**src/rtl/dm_copy_pkg.sv**
```systemverilog
// Shared types and default widths for the data-memory block-copy initiator.
// Contents: FSM state encoding dm_copy_state_t and the default address,
// data and length widths used as parameter defaults by dm_block_copy.
`timescale 1ns/1ps

package dm_copy_pkg;

  // Default widths: word-indexed address, data word, length counter.
  localparam int DM_AW = 32;
  localparam int DM_DW = 32;
  localparam int DM_LW = 16;

  typedef enum logic [1:0] {
    IDLE  = 2'd0,
    READ  = 2'd1,
    WRITE = 2'd2,
    DONE  = 2'd3
  } dm_copy_state_t;

endpackage : dm_copy_pkg

```
**src/rtl/dm_block_copy.sv**
```systemverilog
// Block-copy initiator: copies len words from src to dst through a single
// combinational-read / clocked-write data-memory port, one read cycle then one
// write cycle per word, framed by a start/busy/done handshake.
// Latency: done is high 2*len+1 cycles after the accepting edge (1 when len=0).
// Backpressure: none; start is only sampled in IDLE and is dropped otherwise.
// Ports: clk, rst_n (async active-low), start/src/dst/len (request),
//        busy/done (status), a/wd/we/rd (memory port),
//        checksum (only when DM_COPY_CHECKSUM_EN is defined).
// Optional feature macro: DM_COPY_CHECKSUM_EN adds a running sum of written words.
`timescale 1ns/1ps

import dm_copy_pkg::*;

module dm_block_copy #(
  parameter int AW = DM_AW,
  parameter int DW = DM_DW,
  parameter int LW = DM_LW
) (
  input  logic          clk,
  input  logic          rst_n,
  input  logic          start,
  input  logic [AW-1:0] src,
  input  logic [AW-1:0] dst,
  input  logic [LW-1:0] len,
  output logic          busy,
  output logic          done,
  output logic [AW-1:0] a,
  output logic [DW-1:0] wd,
  output logic          we,
  input  logic [DW-1:0] rd
`ifdef DM_COPY_CHECKSUM_EN
  ,
  output logic [DW-1:0] checksum
`endif
);

  dm_copy_state_t state, state_n;

  logic [AW-1:0] src_q;
  logic [AW-1:0] dst_q;
  logic [LW-1:0] len_q;
  logic [LW-1:0] idx_q;
  logic [LW-1:0] idx_inc;
  logic [DW-1:0] hold_q;
  logic          accept;

  // len never exceeds 2^LW-1, so idx+1 cannot wrap before it matches len.
  assign idx_inc = idx_q + LW'(1);
  assign accept  = (state == IDLE) && start;

  // ---------------------------------------------------------------------------
  // State register
  // ---------------------------------------------------------------------------
  always_ff @(posedge clk or negedge rst_n) begin
    if (!rst_n) begin
      state <= IDLE;
    end else begin
      state <= state_n;
    end
  end

  // ---------------------------------------------------------------------------
  // Next-state logic
  // ---------------------------------------------------------------------------
  always_comb begin
    state_n = state;
    unique case (state)
      IDLE: begin
        if (start) begin
          state_n = (len != '0) ? READ : DONE;
        end
      end
      READ:  state_n = WRITE;
      WRITE: state_n = (idx_inc == len_q) ? DONE : READ;
      DONE:  state_n = IDLE;
      default: state_n = IDLE;
    endcase
  end

  // ---------------------------------------------------------------------------
  // Captured request, index counter and read-hold register
  // ---------------------------------------------------------------------------
  always_ff @(posedge clk or negedge rst_n) begin
    if (!rst_n) begin
      src_q  <= '0;
      dst_q  <= '0;
      len_q  <= '0;
      idx_q  <= '0;
      hold_q <= '0;
    end else begin
      if (accept && (len != '0)) begin
        src_q <= src;
        dst_q <= dst;
        len_q <= len;
        idx_q <= '0;
      end
      if (state == READ) begin
        hold_q <= rd;
      end
      if (state == WRITE) begin
        idx_q <= idx_inc;
      end
    end
  end

`ifdef DM_COPY_CHECKSUM_EN
  // Sum of the words committed to memory; each WRITE edge commits hold_q.
  logic [DW-1:0] checksum_q;

  always_ff @(posedge clk or negedge rst_n) begin
    if (!rst_n) begin
      checksum_q <= '0;
    end else if (accept) begin
      checksum_q <= '0;
    end else if (state == WRITE) begin
      checksum_q <= checksum_q + hold_q;
    end
  end

  assign checksum = checksum_q;
`endif

  // ---------------------------------------------------------------------------
  // Outputs: decoded from the state register and registered data only, so an
  // asynchronous reset forces we low immediately and nothing depends on start.
  // ---------------------------------------------------------------------------
  always_comb begin
    a = '0;
    unique case (state)
      READ:    a = src_q + AW'(idx_q);
      WRITE:   a = dst_q + AW'(idx_q);
      default: a = '0;
    endcase
  end

  assign wd   = hold_q;
  assign we   = (state == WRITE);
  assign busy = (state == READ) || (state == WRITE);
  assign done = (state == DONE);

endmodule : dm_block_copy

```
**config.mk**
```make
export PLATFORM = sky130hd
export DESIGN_NAME = dm_block_copy
export DESIGN_NICKNAME = d
export VERILOG_FILES = /design/src/rtl/dm_copy_pkg.sv /design/src/rtl/dm_block_copy.sv
export SDC_FILE = /design/constraint.sdc
export NUM_CORES = 1
export LEC_CHECK = 0
export ABC_CLOCK_PERIOD_IN_PS = 15300
export CAP_MARGIN = 20
export CORE_MARGIN = 5
export CORE_UTILIZATION = 54
export CTS_CLUSTER_DIAMETER = 50
export DETAILED_ROUTE_END_ITERATION = 8
export MAX_ROUTING_LAYER = met4
export PLACE_DENSITY_LB_ADDON = 0.1
export SLEW_MARGIN = 20
export SYNTH_ARGS = -nofsm -noshare
export SYNTH_HDL_FRONTEND = slang
export SYNTH_SLANG_ARGS = --single-unit
```
**constraint.sdc**
```tcl
create_clock -name clk -period 15.3 [get_ports clk]
set_input_delay 3.06 -clock clk [delete_from_list [all_inputs] [get_ports clk]]
set_output_delay 3.06 -clock clk [all_outputs]
set_load 0.005 [all_outputs]
```
==> results.md <==
Timing:
- Setup slack closes at 7.01 ns.
- For the pin with the worst max-slew slack, the measured transition is 0.995 ns.
- The maximum frequency from static timing analysis is 0.121 GHz.
- Setup repair after global routing left no endpoint under its margin.
- The final number of hold-violating endpoints was 0.
- The clock arrives with 0.00835 ns of skew.
- The worst relative slew slack is 0.337.
- Setup violations remaining at the end of the flow were counted as 0.
- The summed negative setup slack over all endpoints is 0 ns.
- Counting I/O delays and the setup requirement, the final critical path takes 8.29 ns.
- Of the available clock period, the critical path in the final layout requires 0.542.
- The number of pins with negative max-slew slack in the final report was 0.

Placed design:
- The final estimated routing congestion in global placement is 0.887.
- The count of input and output buffers is 181.
- OpenSTA, run right after detailed placement, puts the worst setup slack at 7.53 ns.
- The HPWL after detailed placement is 13,500 µm.

Die:
- The core area is 13,300 µm².
- The effective utilization at floorplan is 0.555.
- The vertical die dimension is 127 µm.
- In this run the horizontal extent of the chip is 127 µm.
- The area enclosed by the die boundary is 16,200 µm².
- The number of primary I/O pins is 182.
- The floorplan has 42 rows.

Clock tree:
- The maximum count of clock buffers along a single path is 2.
- Buffers inserted during clock tree synthesis total 17.
- Buffers added to address setup during post-CTS repair amount to 0.
- The CTS tree is built.
- Clock tree synthesis found a total of 130 sinks.
- The tree is rooted in a sky130_fd_sc_hd__clkbuf_16.
- The CTS H-tree depth is 4.
- The later pin in the worst-skew pair is clocked with a latency of 0.42 ns.
- For this design, the CTS-stage hold fixing added 0 buffers.
- The count of instances resized after the clock tree is built is 0.
- The clock-pin slew of the registers on the worst-case setup and hold paths is 0.06 ns.

Layout:
- The fill cell total of the finished layout is 1,000.
- The repair_antennas step left the layout with diodes totalling 0.
- At the end of the flow, the number of nets in the layout was 1,127.
- The share of final-layout standard cells stronger than drive strength 1 is 0.106.
- The final core utilization is 0.743.
- The commonest non-fill, non-tap cell in the layout is sky130_fd_sc_hd__nand2_1.
- In the layout the commonest cells are sky130_fd_sc_hd__nand2_1, sky130_fd_sc_hd__clkdlybuf4s50_1, sky130_fd_sc_hd__dfrtp_1.
- The synthesis-to-layout area growth is 33.9%.

Global route:
- For met1 alone, demand over resource in global routing was 0.329.
- The via count of the first global-routing pass came to 6,430.
- The first global-routing pass estimated 31,700 µm of wire.
- The total track usage is 0.250.
- The pin count of the biggest net entering global routing is 93.
- The met3 global-route usage is 0.0614.
- The initial antenna violation count is 0.
- For met2 alone, demand over resource in global routing was 0.389.
- For this run the aggregate overflow at the end of global routing stands at 0.
- After global routing, the most crowded layer is met2.

Synthesis:
- The distinct cell type count after synthesis is 59.
- The mapped netlist covers 7410 µm².
- The number of nets produced by synthesis is 962.
- The largest family of logic cells by synthesized area is simple AND/OR/NAND/NOR gates.
- Synthesis inferred 130 register bits.
- Of the total synthesized cell area, the portion taken by full adders, half adders and majority gates is 0.0466.
- Of the total synthesized cell area, the portion taken by AND, OR, NAND and NOR gates is 0.238.
- The proportion of register bits with asynchronous set or reset after synthesis is 1.00.
- A synthesized cell averages 9.03 µm².
- Of the synthesized area, sequential elements account for 0.439.
- The count of mapped cells out of synthesis is 820.
- The number of enable-type register cells in the synthesized netlist is 0.
- The flip-flop cell with the highest count after synthesis is sky130_fd_sc_hd__dfrtp_1.
- The yosys synthesis warning count is 0.
- The multiplexer share of the synthesized area is 0.0926.
- Of the total synthesized cell area, the portion taken by XOR and XNOR cells is 0.0660.
- The share of the synthesized area in compound gates (AO/OA/AOI/OAI) is 0.0889.

Hold path:
- The startpoint identified for the worst hold timing path is src_q[27].
- The end point of the worst hold path is src_q[27].
- The worst hold path passes through 2 cells.
- The classification of the worst-slack hold path is reg -> reg.

Setup path:
- The maximum fanout along the worst path is 78.
- The worst register-to-register path ends at state[1].
- The arrival time at the worst endpoint is 5.23 ns.
- The category of the most critical setup path is reg -> out.
- The startpoint type of the worst setup path is a flip-flop.
- At the worst endpoint, the required time is 12.24 ns.
- The worst setup path is captured at a primary output.
- The startpoint identified for the worst register-to-register timing path is idx_q[0].
- The launching instance or port of the critical path is state[0].
- The count of cells along the worst register-to-register path is 8.
- The register-to-register path setup slack is 12.38 ns.

Drt:
- The first TritonRoute pass finished after 5 iterations.
- The total vias in the final route is 6,336.
- After detailed routing, the average wire length per cell comes to 16.4 µm.
- The routed via count divided by cell count is 5.40.
- The detail route stage leaves a number of antenna-violating nets equal to 0.
- In this run, the number of DRC markers left after iteration 0 of detailed routing was 479.
- The aggregate routed wire length is 19,200 µm.
- In the routed design, unresolved DRC markers number 0.

Power:
- The leakage dissipation is 4.46 nW.
- In this run the power density over the cells is 218 nW/µm².
- The worst vdd rail ir drop is 129 µV.

Outcome:
- The flow ran to the end, and the final reports show no timing, DRC or antenna violations.

Job:
- The max capacitance violation total is 0.
-- cell families (layout without fill, tap and decap cells) --
group,count (synthesis),after routing
flops,130,130
compound gates,103,103
buf+inv,51,229
mux,62,62
simple gates,392,392
fa+ha+maj,27,27
xor+xnor,55,55
-- Yosys cell counts (2+ instances only) --
library cell	count	share of area
sky130_fd_sc_hd__ha_1	26	0.044
sky130_fd_sc_hd__xor2_1	23	0.027
sky130_fd_sc_hd__nor2b_1	8	0.0068
sky130_fd_sc_hd__o211ai_1	7	0.0071
sky130_fd_sc_hd__nand4_1	5	0.0042
sky130_fd_sc_hd__nand2_1	282	0.14
sky130_fd_sc_hd__buf_2	6	0.0041
sky130_fd_sc_hd__a32oi_1	4	0.0047
sky130_fd_sc_hd__and3_4	2	0.0030
sky130_fd_sc_hd__a21oi_1	26	0.018
sky130_fd_sc_hd__a21o_1	3	0.0030
sky130_fd_sc_hd__nand3b_1	2	0.0020
sky130_fd_sc_hd__clkbuf_1	30	0.015
sky130_fd_sc_hd__nor2_1	8	0.0041
sky130_fd_sc_hd__mux2_2	52	0.079
sky130_fd_sc_hd__and2_1	30	0.025
sky130_fd_sc_hd__o21bai_1	2	0.0020
sky130_fd_sc_hd__and3_1	9	0.0076
sky130_fd_sc_hd__xnor2_1	31	0.037
sky130_fd_sc_hd__mux2i_1	10	0.014
sky130_fd_sc_hd__o21ai_0	37	0.025
sky130_fd_sc_hd__nor4_1	6	0.0051
sky130_fd_sc_hd__nor3b_1	3	0.0030
sky130_fd_sc_hd__o21ai_1	2	0.0014
sky130_fd_sc_hd__inv_1	9	0.0046
sky130_fd_sc_hd__buf_4	2	0.0020
sky130_fd_sc_hd__and3b_1	2	0.0024
sky130_fd_sc_hd__dfrtp_1	130	0.44
sky130_fd_sc_hd__nand3_1	13	0.0088
sky130_fd_sc_hd__nand2b_1	3	0.0025
sky130_fd_sc_hd__nor3_1	6	0.0041
sky130_fd_sc_hd__and4_1	2	0.0024
sky130_fd_sc_hd__or4_1	4	0.0041
sky130_fd_sc_hd__buf_1	2	0.0010
sky130_fd_sc_hd__o31ai_1	5	0.0051
sky130_fd_sc_hd__o2111ai_1	3	0.0035
sky130_fd_sc_hd__a32o_1	2	0.0027
sky130_fd_sc_hd__a221oi_1	2	0.0024
-- area by class of cell --
| cell class | instances | area (µm²) | area share |
|---|---|---|---|
| multi-input cells | 639 | 3950 | 0.398 |
| flip-flops and latches | 130 | 3250 | 0.328 |
| repair buffers | 187 | 1870 | 0.188 |
| clock buffers | 17 | 425 | 0.0429 |
| well taps | 176 | 220 | 0.0222 |
| clock inverters | 15 | 166 | 0.0168 |
| inverters | 10 | 37.5 | 0.00378 |
-- worst max-delay path: stages, from the launching register on --
cell and delay [ns]:
sky130_fd_sc_hd__dfrtp_1 0.39, sky130_fd_sc_hd__inv_1 0.12, sky130_fd_sc_hd__ha_2 0.17, sky130_fd_sc_hd__buf_4 0.66
sky130_fd_sc_hd__mux2_2 0.41, sky130_fd_sc_hd__ha_1 0.36, sky130_fd_sc_hd__nand3_1 0.12, sky130_fd_sc_hd__a2111oi_0 0.64
sky130_fd_sc_hd__o21ai_0 0.21, sky130_fd_sc_hd__a21oi_1 0.61, sky130_fd_sc_hd__o21ai_0 0.22, sky130_fd_sc_hd__xnor2_1 0.21
sky130_fd_sc_hd__and2_1 0.16, sky130_fd_sc_hd__clkdlybuf4s50_1 0.50
-- flip-flops by register name, indices dropped and copies added (netlist names) --
name	cells
dst_q	32
idx_q	16
len_q	16
src_q	32
state	2
wd	32
-- power by group --
| part | total, mW | switching [mW] | leakage, nW | internal (mW) |
|---|---|---|---|---|
| sequential | 0.648 | 0.140 | 1.61 | 0.508 |
| combinational | 1.11 | 0.525 | 2.57 | 0.586 |
| clock | 0.404 | 0.173 | 0.282 | 0.231 |
| total | 2.16 | 0.838 | 4.46 | 1.33 |
-- per-layer routing --
| layer | part of all wire | vias to the layer above |
|---|---|---|
| li1 | - | 3109 |
| met1 | 0.44 | 2978 |
| met2 | 0.47 | 219 |
| met3 | 0.069 | 30 |
| met4 | 0.016 | 0 |
| met5 | 0 | - |
-- worst max-delay path by stage --
| stage | to | slack [ns] | cells after the start |
|---|---|---|---|
| after floorplan | a[25] | 7.95 | 15 |
| after global placement | a[24] | 7.63 | 13 |
| after detailed placement | a[18] | 7.53 | 13 |
| after CTS | a[18] | 7.07 | 13 |
| after global routing | a[18] | 6.73 | 13 |
| final | a[18] | 7.01 | 13 |
-- stage by stage --
| step | hold slack, ns | instances | power (mW) | area (µm²) |
|---|---|---|---|---|
| 6_report | 0.467 | 1174 | 2.16 | 9920 |
| 5_1_grt | 0.488 | 1174 | 2.33 | 9920 |
| 4_1_cts | 0.472 | 1173 | 2.17 | 9900 |
| 3_5_place_dp | 0.458 | 1141 | 1.75 | 9310 |
| 3_3_place_gp | 0.452 | 1141 | 1.73 | 9310 |
| 2_1_floorplan | 0.438 | 820 | 1.30 | 7410 |
(Power assumes the default switching activity.)
